**src/rtl/ram_arbiter.sv**
```systemverilog
// Two-requester single-port RAM arbiter with round-robin arbitration,
// lock-based burst ownership capped at MAX_BURST and per-requester read return.
module ram_arbiter #(
  parameter int ADDRESS_WIDTH = 6,
  parameter int DATA_WIDTH    = 10,
  parameter int MAX_BURST     = 4
) (
  input  logic                     clk,
  input  logic                     rst,
  input  logic                     r0_req,
  input  logic                     r0_we,
  input  logic                     r0_lock,
  input  logic [ADDRESS_WIDTH-1:0] r0_addr,
  input  logic [DATA_WIDTH-1:0]    r0_wdata,
  output logic                     r0_gnt,
  output logic                     r0_rvalid,
  output logic [DATA_WIDTH-1:0]    r0_rdata,
  input  logic                     r1_req,
  input  logic                     r1_we,
  input  logic                     r1_lock,
  input  logic [ADDRESS_WIDTH-1:0] r1_addr,
  input  logic [DATA_WIDTH-1:0]    r1_wdata,
  output logic                     r1_gnt,
  output logic                     r1_rvalid,
  output logic [DATA_WIDTH-1:0]    r1_rdata,
  output logic                     ram_we,
  output logic [ADDRESS_WIDTH-1:0] ram_addr,
  output logic [DATA_WIDTH-1:0]    ram_wdata,
  input  logic [DATA_WIDTH-1:0]    ram_rdata
);

  localparam int CW = $clog2(MAX_BURST + 1);
  localparam logic [CW-1:0] MAX_CNT = CW'(MAX_BURST);

  localparam logic [1:0] IDLE = 2'd0;
  localparam logic [1:0] OWN0 = 2'd1;
  localparam logic [1:0] OWN1 = 2'd2;

  logic [1:0]    state, nextState;
  logic          rrLast, nextRrLast;
  logic [CW-1:0] burstCnt, nextCnt, cntInc;
  logic          gnt0, gnt1;
  logic          rdPend0, rdPend1;

  // Grant decision: combinational from registered state and live requests.
  // Reset gates grants so nothing reaches the RAM while rst is low.
  always_comb begin
    gnt0 = 1'b0;
    gnt1 = 1'b0;
    if (rst) begin
      case (state)
        IDLE: begin
          if (r0_req && r1_req) begin
            gnt0 = rrLast;
            gnt1 = !rrLast;
          end else begin
            gnt0 = r0_req;
            gnt1 = r1_req;
          end
        end
        OWN0:    gnt0 = r0_req;
        OWN1:    gnt1 = r1_req;
        default: ;
      endcase
    end
  end

  // Burst counter update and next-state selection.
  always_comb begin
    if (state == IDLE) begin
      cntInc = CW'(1);
    end else if (burstCnt >= MAX_CNT) begin
      cntInc = MAX_CNT;
    end else begin
      cntInc = burstCnt + CW'(1);
    end

    nextState  = state;
    nextRrLast = rrLast;
    nextCnt    = burstCnt;

    if (gnt0) begin
      nextCnt = cntInc;
      if (r0_lock && ((cntInc < MAX_CNT) || !r1_req)) begin
        nextState = OWN0;
      end else begin
        nextState  = IDLE;
        nextRrLast = 1'b0;
      end
    end else if (gnt1) begin
      nextCnt = cntInc;
      if (r1_lock && ((cntInc < MAX_CNT) || !r0_req)) begin
        nextState = OWN1;
      end else begin
        nextState  = IDLE;
        nextRrLast = 1'b1;
      end
    end else if (state != IDLE) begin
      // Owner dropped its request: one bubble cycle, then re-arbitrate.
      nextState = IDLE;
    end
  end

  // Arbitration state registers.
  always_ff @(posedge clk or negedge rst) begin
    if (!rst) begin
      state    <= IDLE;
      rrLast   <= 1'b1;
      burstCnt <= '0;
    end else begin
      state    <= nextState;
      rrLast   <= nextRrLast;
      burstCnt <= nextCnt;
    end
  end

  // Read-return tags: remember which requester owns the data arriving next cycle.
  always_ff @(posedge clk or negedge rst) begin
    if (!rst) begin
      rdPend0 <= 1'b0;
      rdPend1 <= 1'b0;
    end else begin
      rdPend0 <= gnt0 && !r0_we;
      rdPend1 <= gnt1 && !r1_we;
    end
  end

  // RAM port mux: granted requester drives the RAM, otherwise all zero.
  always_comb begin
    ram_we    = 1'b0;
    ram_addr  = '0;
    ram_wdata = '0;
    if (gnt0) begin
      ram_we    = r0_we;
      ram_addr  = r0_addr;
      ram_wdata = r0_wdata;
    end else if (gnt1) begin
      ram_we    = r1_we;
      ram_addr  = r1_addr;
      ram_wdata = r1_wdata;
    end
  end

  // Requester-side outputs; read data is zero unless its tag is valid.
  always_comb begin
    r0_gnt    = gnt0;
    r1_gnt    = gnt1;
    r0_rvalid = rdPend0;
    r1_rvalid = rdPend1;
    r0_rdata  = rdPend0 ? ram_rdata : '0;
    r1_rdata  = rdPend1 ? ram_rdata : '0;
  end

endmodule

```
**config.mk**
```make
export PLATFORM = sky130hd
export DESIGN_NAME = ram_arbiter
export DESIGN_NICKNAME = d
export VERILOG_FILES = /design/src/rtl/ram_arbiter.sv
export SDC_FILE = /design/constraint.sdc
export NUM_CORES = 1
export LEC_CHECK = 0
export BUFFER_PORTS_ARGS = -buffer_cell sky130_fd_sc_hd__buf_2
export CORE_ASPECT_RATIO = 1.1
export CORE_MARGIN = 1.5
export CORE_UTILIZATION = 32
export CTS_CLUSTER_SIZE = 25
export DETAILED_ROUTE_END_ITERATION = 6
export PLACE_DENSITY = 0.85
export REMOVE_ABC_BUFFERS = 1
export SYNTH_ARGS = -nofsm -noshare
export SYNTH_HDL_FRONTEND = slang
export SYNTH_SLANG_ARGS = --single-unit
```
**constraint.sdc**
```tcl
create_clock -name clk -period 1.6 [get_ports clk]
set_input_delay 0 -clock clk [delete_from_list [all_inputs] [get_ports clk]]
set_output_delay 0 -clock clk [all_outputs]
set_load 0.01 [all_outputs]
```
==> metrics, run 1 <==
DIE WIDTH=49.2 µm; Crit Path Class=reg2out; initial core utilization=33.7%; Setup Viol. Count Final=0; first-pass GRT wire length=3330 µm; final setup TNS=0 ns; Clk Latency, worst-skew pair=0.26 ns; WP buf/inv=2; DRC violations left=0; flip-flop and latch count after synthesis=8; Synth Warn #=0; Max Freq=0.639 GHz; slowest cell on the critical path=dfrtp_1; crit-path cells=nand2b_4 -> o211a_4 -> clkbuf_16 -> a22o_1 -> buf_2; Max Cap Viol=0; start point of the critical path=state[0]$_DFFE_PN0P_; num rows=18; PD cells=560 mW/mm²; Num CTS Buffers=3; RePlAce Congestion=0.775; clock-pin slew of the registers on the worst-case setup and hold paths=0.06 ns; RSZ-0062 raised after global routing=yes; crit path capture type=primary output; Mean Syn Cell Area=9.62 µm²; Post-Synthesis Cells=78; drt first pass iters=4; hold path start=r1_we; clk sinks=8; drt total wl=2510 µm; CP max stage delay=0.37 ns; Pins Over Slew Limit=0; worst slew margin relative to its limit=74.8%; family with the most delay on the worst path=compound AO/OA/AOI/OAI gates; most common cell after layout, fill and taps aside=buf_2; Hold Crit Class=in2reg; Clock Skews=0.00429 ns; crit-path max FO=10; Mapped Area=751 µm²; fin crit share=97.8%; wire length per cell after detailed routing=12.1 µm; GR Util All Layers=16.5%; FF-to-FF Start=state[1]$_DFFE_PN0P_; die area=0.00265 mm²; vias per inst=4.88; crit path DAT=1.57 ns; Nets=231; CTS tree=done; fillcell total=187; Util after Layout=60.2%; FF-to-FF path depth=4; vias in the first global route=844; CTS HTree Levels=1; stages on the worst setup path=5; Root Buffer=clkbuf_4; Leak Pwr=0.812 nW; Area growth, synth to finish=78.7%; most frequent cells in the layout=buf_2 (90), and2_1 (20), a22o_1 (17), dfrtp_1 (7); fin crit period=1.57 ns; via count=1,014; Die H=53.8 µm; initial antenna violation count=0; Hold Crit Depth=2; maximum clock path buffer count=2; first-iteration detailed-routing DRC count=10; Startpoint Class=flip-flop; I/O Buffers=90; number of routed nets with antenna violations=0; # IOs=91; diode count=0; WHS=0.0258 ns; Core Region=0.00223 mm²; final hold vios=0; Seq/Total Area, Yosys=26.8%; distinct cell type count of the synthesized netlist=25; outcome=complete, no violations; measured slew at the worst slew-check pin=0.377 ns; Placed Instance Area=0.00121 mm²; share of layout cells above drive strength 1=59.0%; largest net degree at the start of global routing=22; Finished Cell Area=0.00134 mm²; remaining global-route overflow=0; maximum vdd drop=0.437 mV; critical path required time=1.60 ns
-- power by group --
group,internal (mW),leakage [nW],switching [mW]
registers,0.227,0.102,0.0287
clock network,0.0958,0.0150,0.0744
logic,0.177,0.695,0.148
total,0.500,0.812,0.252
-- flip-flops by register name, summed over array words and instances (netlist names) --
| signal | cells |
|---|---|
| burstCnt | 3 |
| r0_rvalid | 1 |
| rrLast | 1 |
| state | 2 |
| r1_rvalid | 1 |
-- cell usage after synthesis --
| cell type | instances | area share, % |
|---|---|---|
| a221o_1 | 1 | 1.3 |
| a2bb2oi_1 | 1 | 1.2 |
| and3_1 | 3 | 2.5 |
| o221ai_1 | 2 | 2.3 |
| or2_2 | 1 | 0.83 |
| o21ai_0 | 1 | 0.67 |
| inv_1 | 4 | 2.0 |
| ha_1 | 2 | 3.3 |
| mux2_1 | 1 | 1.5 |
| buf_6 | 4 | 6.0 |
| and2_1 | 20 | 17 |
| o211a_1 | 1 | 1.3 |
| nand2b_4 | 1 | 1.8 |
| nor2b_1 | 2 | 1.7 |
| a211oi_4 | 1 | 2.7 |
| nor2b_4 | 1 | 1.8 |
| nand2_1 | 2 | 1.0 |
| o211ai_1 | 1 | 1.0 |
| mux2i_1 | 1 | 1.3 |
| dfstp_2 | 1 | 3.5 |
| o21ai_1 | 1 | 0.67 |
| and2b_1 | 1 | 1.0 |
| nand3_1 | 1 | 0.67 |
| dfrtp_1 | 7 | 23 |
| a22o_1 | 17 | 20 |
-- metrics by stage --
| step | instances | power, mW | setup WS (ns) |
|---|---|---|---|
| floorplan | 74 | 0.397 | 0.168 |
| global placement | 196 | 0.535 | 0.281 |
| detailed placement | 196 | 0.549 | 0.265 |
| CTS | 205 | 0.732 | 0.0151 |
| global route | 208 | 0.801 | -0.00610 |
| finish | 208 | 0.752 | 0.0345 |
-- path summary, 6_finish.rpt --
path / end / slack (ns)
min in group asynchronous: state[0]$_DFFE_PN0P_ / 0.27
hold reg to reg: burstCnt[1]$_DFFE_PN0P_ / 0.57
setup reg to reg: burstCnt[0]$_DFFE_PN0P_ / 0.20
max in group asynchronous: rrLast$_DFFE_PN1P_ / 1.02
hold / removal: r1_rvalid$_DFF_PN0_ / 0.03
setup / recovery: ram_wdata[1] / 0.03
-- final cells by class --
type                            count  area, µm²  share of cell area [%]
Timing Repair Buffer              100        564                    42.1
Multi-Input combinational cell     62        497                    37.0
Sequential cell                     8        201                    15.0
Tap cell                           30       37.5                    2.80
Clock buffer                        4       26.3                    1.96
Inverter                            4       15.0                    1.12
-- layer usage --
layer | share of wire, % | vias up | track usage (%)
met5 | 0 | - | 0
met4 | 0.72 | 0 | 5.71
met3 | 7.3 | 2 | 3.33
met2 | 57 | 61 | 35.1
met1 | 35 | 465 | 15.6
li1 | - | 486 | -
-- worst register-to-register path, stage by stage (launching register included) --
cell and delay, ns:
dfrtp_1 0.43, nor2b_4 0.09, buf_4 0.14, o21ai_1 0.27, mux2_1 0.36
-- logic make-up (layout without fill, tap and decap cells) --
| logic type | Yosys count | after routing | share of synthesized area [%] |
|---|---|---|---|
| AOI/OAI and AO/OA | 26 | 26 | 31.0 |
| adders and majority gates | 2 | 2 | 3.33 |
| buffers and inverters | 8 | 108 | 8.00 |
| DFF | 8 | 8 | 26.8 |
| muxes | 2 | 2 | 2.83 |
| and+or+nand+nor | 32 | 32 | 28.0 |
-- repair_timing --
item,in CTS,in global routing
hold endpoints to repair,11,0
buffers inserted,1,2
cloned,0,1
hold buffers,4,0
gates resized for setup,0,4
endpoints found under the setup margin,15,17
(Power assumes the default switching activity.)
==> run 2, diff against run 1 <==
- CORE_ASPECT_RATIO: 1.1 -> 0.7
- CORE_MARGIN: 1.5 -> 10
==> run 2 against run 1 <==
Effect of this change:
- maximum frequency is 0.59% lower
- die area is 78% higher
- sequential share of layout area is 0.18 points higher
- non-clock buffer count is 2 lower
- critical endpoint is now ram_addr[5]
==> metrics, run 2 (synthesized netlist as in run 1, its figures left out) <==
measured slew at the worst slew-check pin=0.303 ns (was 0.377 ns); Worst Hold End=state[0]$_DFFE_PN0P_ (was r1_rvalid$_DFF_PN0_); fin crit share=98.4% (was 97.8%); die area=0.00471 mm² (was 0.00265 mm²); outcome=complete, no violations (unchanged); clock-pin slew of the registers on the worst-case setup and hold paths=0.05 ns (was 0.06 ns); diode count=0 (unchanged); Max Freq=0.635 GHz (was 0.639 GHz); vias in the first global route=1,055 (was 844); remaining global-route overflow=0 (unchanged); FF-to-FF path depth=4 (unchanged); crit path DAT=1.57 ns (about the same); I/O Buffers=90 (unchanged); fin crit period=1.57 ns (about the same); placed cell count=200 (was 196); Clk Latency, worst-skew pair=0.25 ns (was 0.26 ns); Finished Cell Area=0.00133 mm² (was 0.00134 mm²); share of layout cells above drive strength 1=59.7% (was 59.0%); crit-path max FO=13 (was 10); Hold Crit Class=in2reg (unchanged); drt first pass iters=4 (unchanged); number of routed nets with antenna violations=0 (unchanged); vias per inst=4.77 (was 4.88); initial antenna violation count=0 (unchanged); CTS HTree Levels=1 (unchanged); final hold vios=0 (unchanged); first-pass GRT wire length=4850 µm (was 3330 µm); Int Pwr=0.498 mW (was 0.500 mW); R2R setup slack=0.20 ns (about the same); Leak Pwr=0.801 nW (was 0.812 nW); drt total wl=3260 µm (was 2510 µm); combinational share of power=44.2% (was 43.4%); FF-to-FF Start=burstCnt[0]$_DFFE_PN0P_ (was state[1]$_DFFE_PN0P_); Area growth, synth to finish=76.5% (was 78.7%); worst slew margin relative to its limit=79.6% (was 74.8%); # IOs=91 (unchanged); first-iteration detailed-routing DRC count=15 (was 10); Setup Viol. Count Final=0 (unchanged); DRC violations left=0 (unchanged); CTS tree=done (unchanged); initial core utilization=34.3% (was 33.7%); footprint of the multi-input gates=497 µm² (unchanged); RePlAce Congestion=0.721 (was 0.775); Die H=60.5 µm (was 53.8 µm); Crit Path Class=reg2out (unchanged); register area=201 µm² (unchanged); RSZ-0062 raised after global routing=yes (unchanged); Num CTS Buffers=3 (unchanged); Largest register FFs=3 (unchanged); crit path capture type=primary output (unchanged); Hold Crit Depth=2 (unchanged); Root Buffer=clkbuf_4 (unchanged); Nets=229 (was 231); Clock power frac=21.7% (was 22.6%); maximum vdd drop=0.278 mV (was 0.437 mV); largest net degree at the start of global routing=14 (was 22); wire length per cell after detailed routing=15.7 µm (was 12.1 µm); most common cell after layout, fill and taps aside=buf_2 (unchanged); DIE WIDTH=77.9 µm (was 49.2 µm); worst r2r dst=rrLast$_DFFE_PN1P_ (was burstCnt[0]$_DFFE_PN0P_); Psw=0.242 mW (was 0.252 mW); maximum clock path buffer count=2 (unchanged); num rows=14 (was 18); fillcell total=174 (was 187); fin cells=208 (unchanged); hold path start=r0_lock (was r1_we); Max Cap Viol=0 (unchanged); Startpoint Class=flip-flop (unchanged); GR Util All Layers=12.4% (was 16.5%); critical path required time=1.60 ns (about the same); Switching Fraction=32.7% (was 33.5%); PD cells=559 mW/mm² (was 560 mW/mm²); hpwl dp=2690 µm; Pins Over Slew Limit=0 (unchanged); Core Region=0.00219 mm² (was 0.00223 mm²); clk sinks=8 (unchanged); via count=992 (was 1,014); Largest regs=burstCnt (3), state (2) (unchanged); sequential group share of total power=34.1% (was 34.0%); Placed Instance Area=0.00123 mm² (was 0.00121 mm²); most frequent cells in the layout=buf_2 (87), and2_1 (20), a22o_1 (17), dfrtp_1 (7) (was buf_2 (90), and2_1 (20), a22o_1 (17), dfrtp_1 (7)); Clock Skews=0.00342 ns (was 0.00429 ns); Top reg by flops=burstCnt (unchanged)
-- run 2: what timing repair did --
| action | CTS | global route |
|---|---|---|
| hold buffers | 2 | 0 |
| gates resized for setup | 0 | 9 |
| pin swaps | 0 | 5 |
| setup endpoints to repair | 6 | 17 |
| hold endpoints to repair | 9 | 0 |
| buffers inserted | 1 | 1 |
-- run 2: how the worst max path moves through the flow --
stage                                     from                   end  slack (ns)  cells past startpoint
after floorplan           state[0]$_DFFE_PN0P_  state[1]$_DFFE_PN0P_        0.17                      3
after CTS                 state[0]$_DFFE_PN0P_           ram_addr[1]        0.02                      5
after global placement    state[0]$_DFFE_PN0P_           ram_addr[4]        0.30                      5
after global routing      state[0]$_DFFE_PN0P_          ram_wdata[2]       -0.03                      5
final                     state[0]$_DFFE_PN0P_           ram_addr[5]        0.03                      5
after detailed placement  state[0]$_DFFE_PN0P_           ram_addr[1]        0.26                      5
-- run 2: power groups by stage --
stage	registers [mW]	logic [mW]	clock network (mW)
final	0.252	0.327	0.161
after floorplan	0.250	0.148	0
after CTS	0.251	0.310	0.165
after global routing	0.256	0.358	0.183
after global placement	0.252	0.293	0
after detailed placement	0.255	0.301	0
-- run 2: critical path, cell delays in order (launching register included) --
cell      delay, ns
dfrtp_1        0.38
nand2b_4       0.16
o211a_4        0.26
buf_8          0.14
a22o_1         0.23
buf_2          0.14
-- run 2: area by class of cell --
type	instances	share of cell area, %
Sequential cell	8	15.2
Inverter	4	1.13
Multi-Input combinational cell	62	37.5
Tap cell	32	3.02
Timing Repair Buffer	98	41.2
Clock buffer	4	1.98
-- run 2: through the flow --
step	hold WS (ns)	power, mW	utilization [%]	TNS (ns)	setup slack [ns]
after floorplan	-0.296	0.397	-	0	0.168
after CTS	0.00883	0.726	58.5	0	0.0185
final	0.0126	0.741	60.5	0	0.0253
after global routing	0.0115	0.797	60.5	-0.180	-0.0252
after global placement	-0.128	0.545	56.0	0	0.300
after detailed placement	-0.127	0.557	56.0	0	0.264
-- run 2: layer usage --
layer / vias up / track usage, % / part of all wire [%]
met3: 6 / 8.26 / 15
met5: - / 0 / 0
li1: 482 / - / -
met4: 0 / 4.58 / 1.2
met2: 77 / 21.9 / 45
met1: 427 / 11.6 / 38
==> run 3, diff against run 2 <==
- CELL_PAD_IN_SITES_DETAIL_PLACEMENT: unset -> 1
- CELL_PAD_IN_SITES_GLOBAL_PLACEMENT: unset -> 2
- CORE_UTILIZATION: 32 -> 15
==> run 3 against run 2 <==
Effect of this change:
- core utilization down 32 points
- critical path type unchanged
- clock skew rose by 0.0060 ns
- critical endpoint is now ram_addr[3]
- count of clock-buffer cells in the layout stayed put
- sequential share of layout area shrank 0.31 points
==> metrics, run 3 (synthesized netlist as in run 1, its figures left out) <==
outcome=complete, no violations (unchanged); CP max stage delay=0.38 ns (about the same); drt total wl=3680 µm (was 3260 µm); maximum clock path buffer count=2 (unchanged); initial core utilization=15.6% (was 34.3%); hpwl dp=3180 µm (was 2690 µm); crit-path max FO=11 (was 13); final setup TNS=0 ns (unchanged); post-place setup slack=0.267 ns (was 0.264 ns); GR Util All Layers=8.25% (was 12.4%); Startpoint Class=flip-flop (unchanged); Top reg by flops=burstCnt (unchanged); FF-to-FF path depth=4 (unchanged); Pins Over Slew Limit=0 (unchanged); Largest regs=burstCnt (3), state (2) (unchanged); Root Buffer=clkbuf_8 (was clkbuf_4); measured slew at the worst slew-check pin=0.373 ns (was 0.303 ns); start point of the critical path=state[0]$_DFFE_PN0P_ (unchanged); family with the most delay on the worst path=compound AO/OA/AOI/OAI gates (unchanged); Clk Latency, worst-skew pair=0.24 ns (was 0.25 ns); Finished Cell Area=0.00135 mm² (was 0.00133 mm²); Leak Pwr=0.807 nW (was 0.801 nW); Die H=79.2 µm (was 60.5 µm); maximum vdd drop=0.220 mV (was 0.278 mV); vias in the first global route=1,078 (was 1,055); largest net degree at the start of global routing=12 (was 14); first-iteration detailed-routing DRC count=23 (was 15); Util after Layout=28.1% (was 60.5%); crit path capture type=primary output (unchanged); stages on the worst setup path=5 (unchanged); crit path DAT=1.54 ns (was 1.57 ns); slowest cell on the critical path=dfrtp_1 (unchanged); RePlAce Congestion=0.707 (was 0.721); final hold vios=0 (unchanged); # IOs=91 (unchanged); clk sinks=8 (unchanged); wire length per cell after detailed routing=15.0 µm (was 15.7 µm); CTS HTree Levels=1 (unchanged); Max Cap Viol=0 (unchanged); via count=991 (was 992); most common cell after layout, fill and taps aside=buf_2 (unchanged); FF-to-FF Start=state[1]$_DFFE_PN0P_ (was burstCnt[0]$_DFFE_PN0P_); remaining global-route overflow=0 (unchanged); Max Freq=0.650 GHz (was 0.635 GHz); post-CTS sizing=0 (unchanged); fin crit share=96.2% (was 98.4%); crit-path cells=nand2b_4 -> o211a_1 -> buf_4 -> a22o_1 -> buf_2 (was nand2b_4 -> o211a_4 -> buf_8 -> a22o_1 -> buf_2); critical path required time=1.60 ns (about the same); vias per inst=4.04 (was 4.77); Placed Instance Area=0.00127 mm² (was 0.00123 mm²); num rows=21 (was 14); Area growth, synth to finish=80.2% (was 76.5%); final setup margin=0.0607 ns (was 0.0253 ns); Largest register FFs=3 (unchanged); first-pass GRT wire length=5650 µm (was 4850 µm); Num CTS Buffers=3 (unchanged); WP buf/inv=2 (unchanged); R2R setup slack=0.24 ns (was 0.20 ns); share of layout cells above drive strength 1=59.1% (was 59.7%); Crit Path Class=reg2out (unchanged); clock-pin slew of the registers on the worst-case setup and hold paths=0.05 ns (about the same); number of routed nets with antenna violations=0 (unchanged); DRC violations left=0 (unchanged); fin crit period=1.54 ns (was 1.57 ns); Clock Skews=0.00941 ns (was 0.00342 ns); critical path endpoint=ram_addr[3] (was ram_addr[5]); initial antenna violation count=0 (unchanged); Hold Crit Class=in2reg (unchanged); drt first pass iters=4 (unchanged); DIE WIDTH=105 µm (was 77.9 µm); worst r2r dst=burstCnt[0]$_DFFE_PN0P_ (was rrLast$_DFFE_PN1P_); worst slew margin relative to its limit=75.1% (was 79.6%); CTS tree=done (unchanged); I/O Buffers=90 (unchanged); Setup Viol. Count Final=0 (unchanged); Nets=229 (unchanged); diode count=0 (unchanged); Core Region=0.00481 mm² (was 0.00219 mm²); most frequent cells in the layout=buf_2 (90), and2_1 (20), a22o_1 (17), dfrtp_1 (7), buf_4 (6) (was buf_2 (87), and2_1 (20), a22o_1 (17), dfrtp_1 (7)); die area=0.00828 mm² (was 0.00471 mm²); PD cells=616 mW/mm² (was 559 mW/mm²)
[run 3: cell count changes in the layout (fill, tap and decap cells not counted)]
cell      before  now
buf_2         87   90
buf_4          4    6
buf_6          4    0
buf_8          1    0
clkbuf_4       3    0
clkbuf_8       0    3
o211a_1        0    1
o211a_4        1    0
[run 3: area by class of cell]
type	instances	area, µm²
Clock buffer	4	45.0
Fill cell	609	3460
Inverter	4	15.0
Multi-Input combinational cell	62	489
Sequential cell	8	201
Tap cell	69	86.3
Timing Repair Buffer	98	515
[run 3: repair_timing]
action / in CTS / in global routing
buffers inserted: 0 / 2
hold buffers: 2 / 0
setup endpoints to repair: 0 / 17
endpoints found under the hold margin: 9 / 0
[run 3: worst min-delay path by stage]
stage | from | to | slack, ns | cells after the start
after floorplan | rst | burstCnt[0]$_DFFE_PN0P_ | -0.30 | 0
after global placement | rst | burstCnt[0]$_DFFE_PN0P_ | -0.11 | 1
after detailed placement | rst | burstCnt[0]$_DFFE_PN0P_ | -0.11 | 1
after CTS | r1_lock | state[1]$_DFFE_PN0P_ | 0.01 | 2
after global routing | r1_lock | state[1]$_DFFE_PN0P_ | 0.01 | 2
final | r1_lock | state[1]$_DFFE_PN0P_ | 0.009 | 2
[run 3: layer usage]
metal / track usage [%] / routed length, µm
met1: 9.12 / 1500
met2: 13.2 / 1660
met3: 3.79 / 445
met4: 4.16 / 63
met5: 0 / 0
[run 3: power by group]
| group | switching (mW) | leakage (nW) | internal, mW | total [mW] |
|---|---|---|---|---|
| combinational | 0.147 | 0.683 | 0.163 | 0.310 |
| clock | 0.0962 | 0.0228 | 0.174 | 0.270 |
| sequential | 0.0260 | 0.102 | 0.227 | 0.253 |
[run 3: worst register-to-register path: stages (launching register included)]
cell and delay [ns]:
dfrtp_1 0.41, nor2b_4 0.08, buf_4 0.14, o21ai_1 0.26
mux2_1 0.36
[run 3: through the flow]
stage / total power, mW / hold WS [ns] / instances
2_1_floorplan: 0.397 / -0.296 / 74
3_3_place_gp: 0.559 / -0.115 / 237
3_5_place_dp: 0.564 / -0.110 / 237
4_1_cts: 0.844 / 0.0102 / 243
5_1_grt: 0.893 / 0.0129 / 245
6_report: 0.834 / 0.00941 / 245
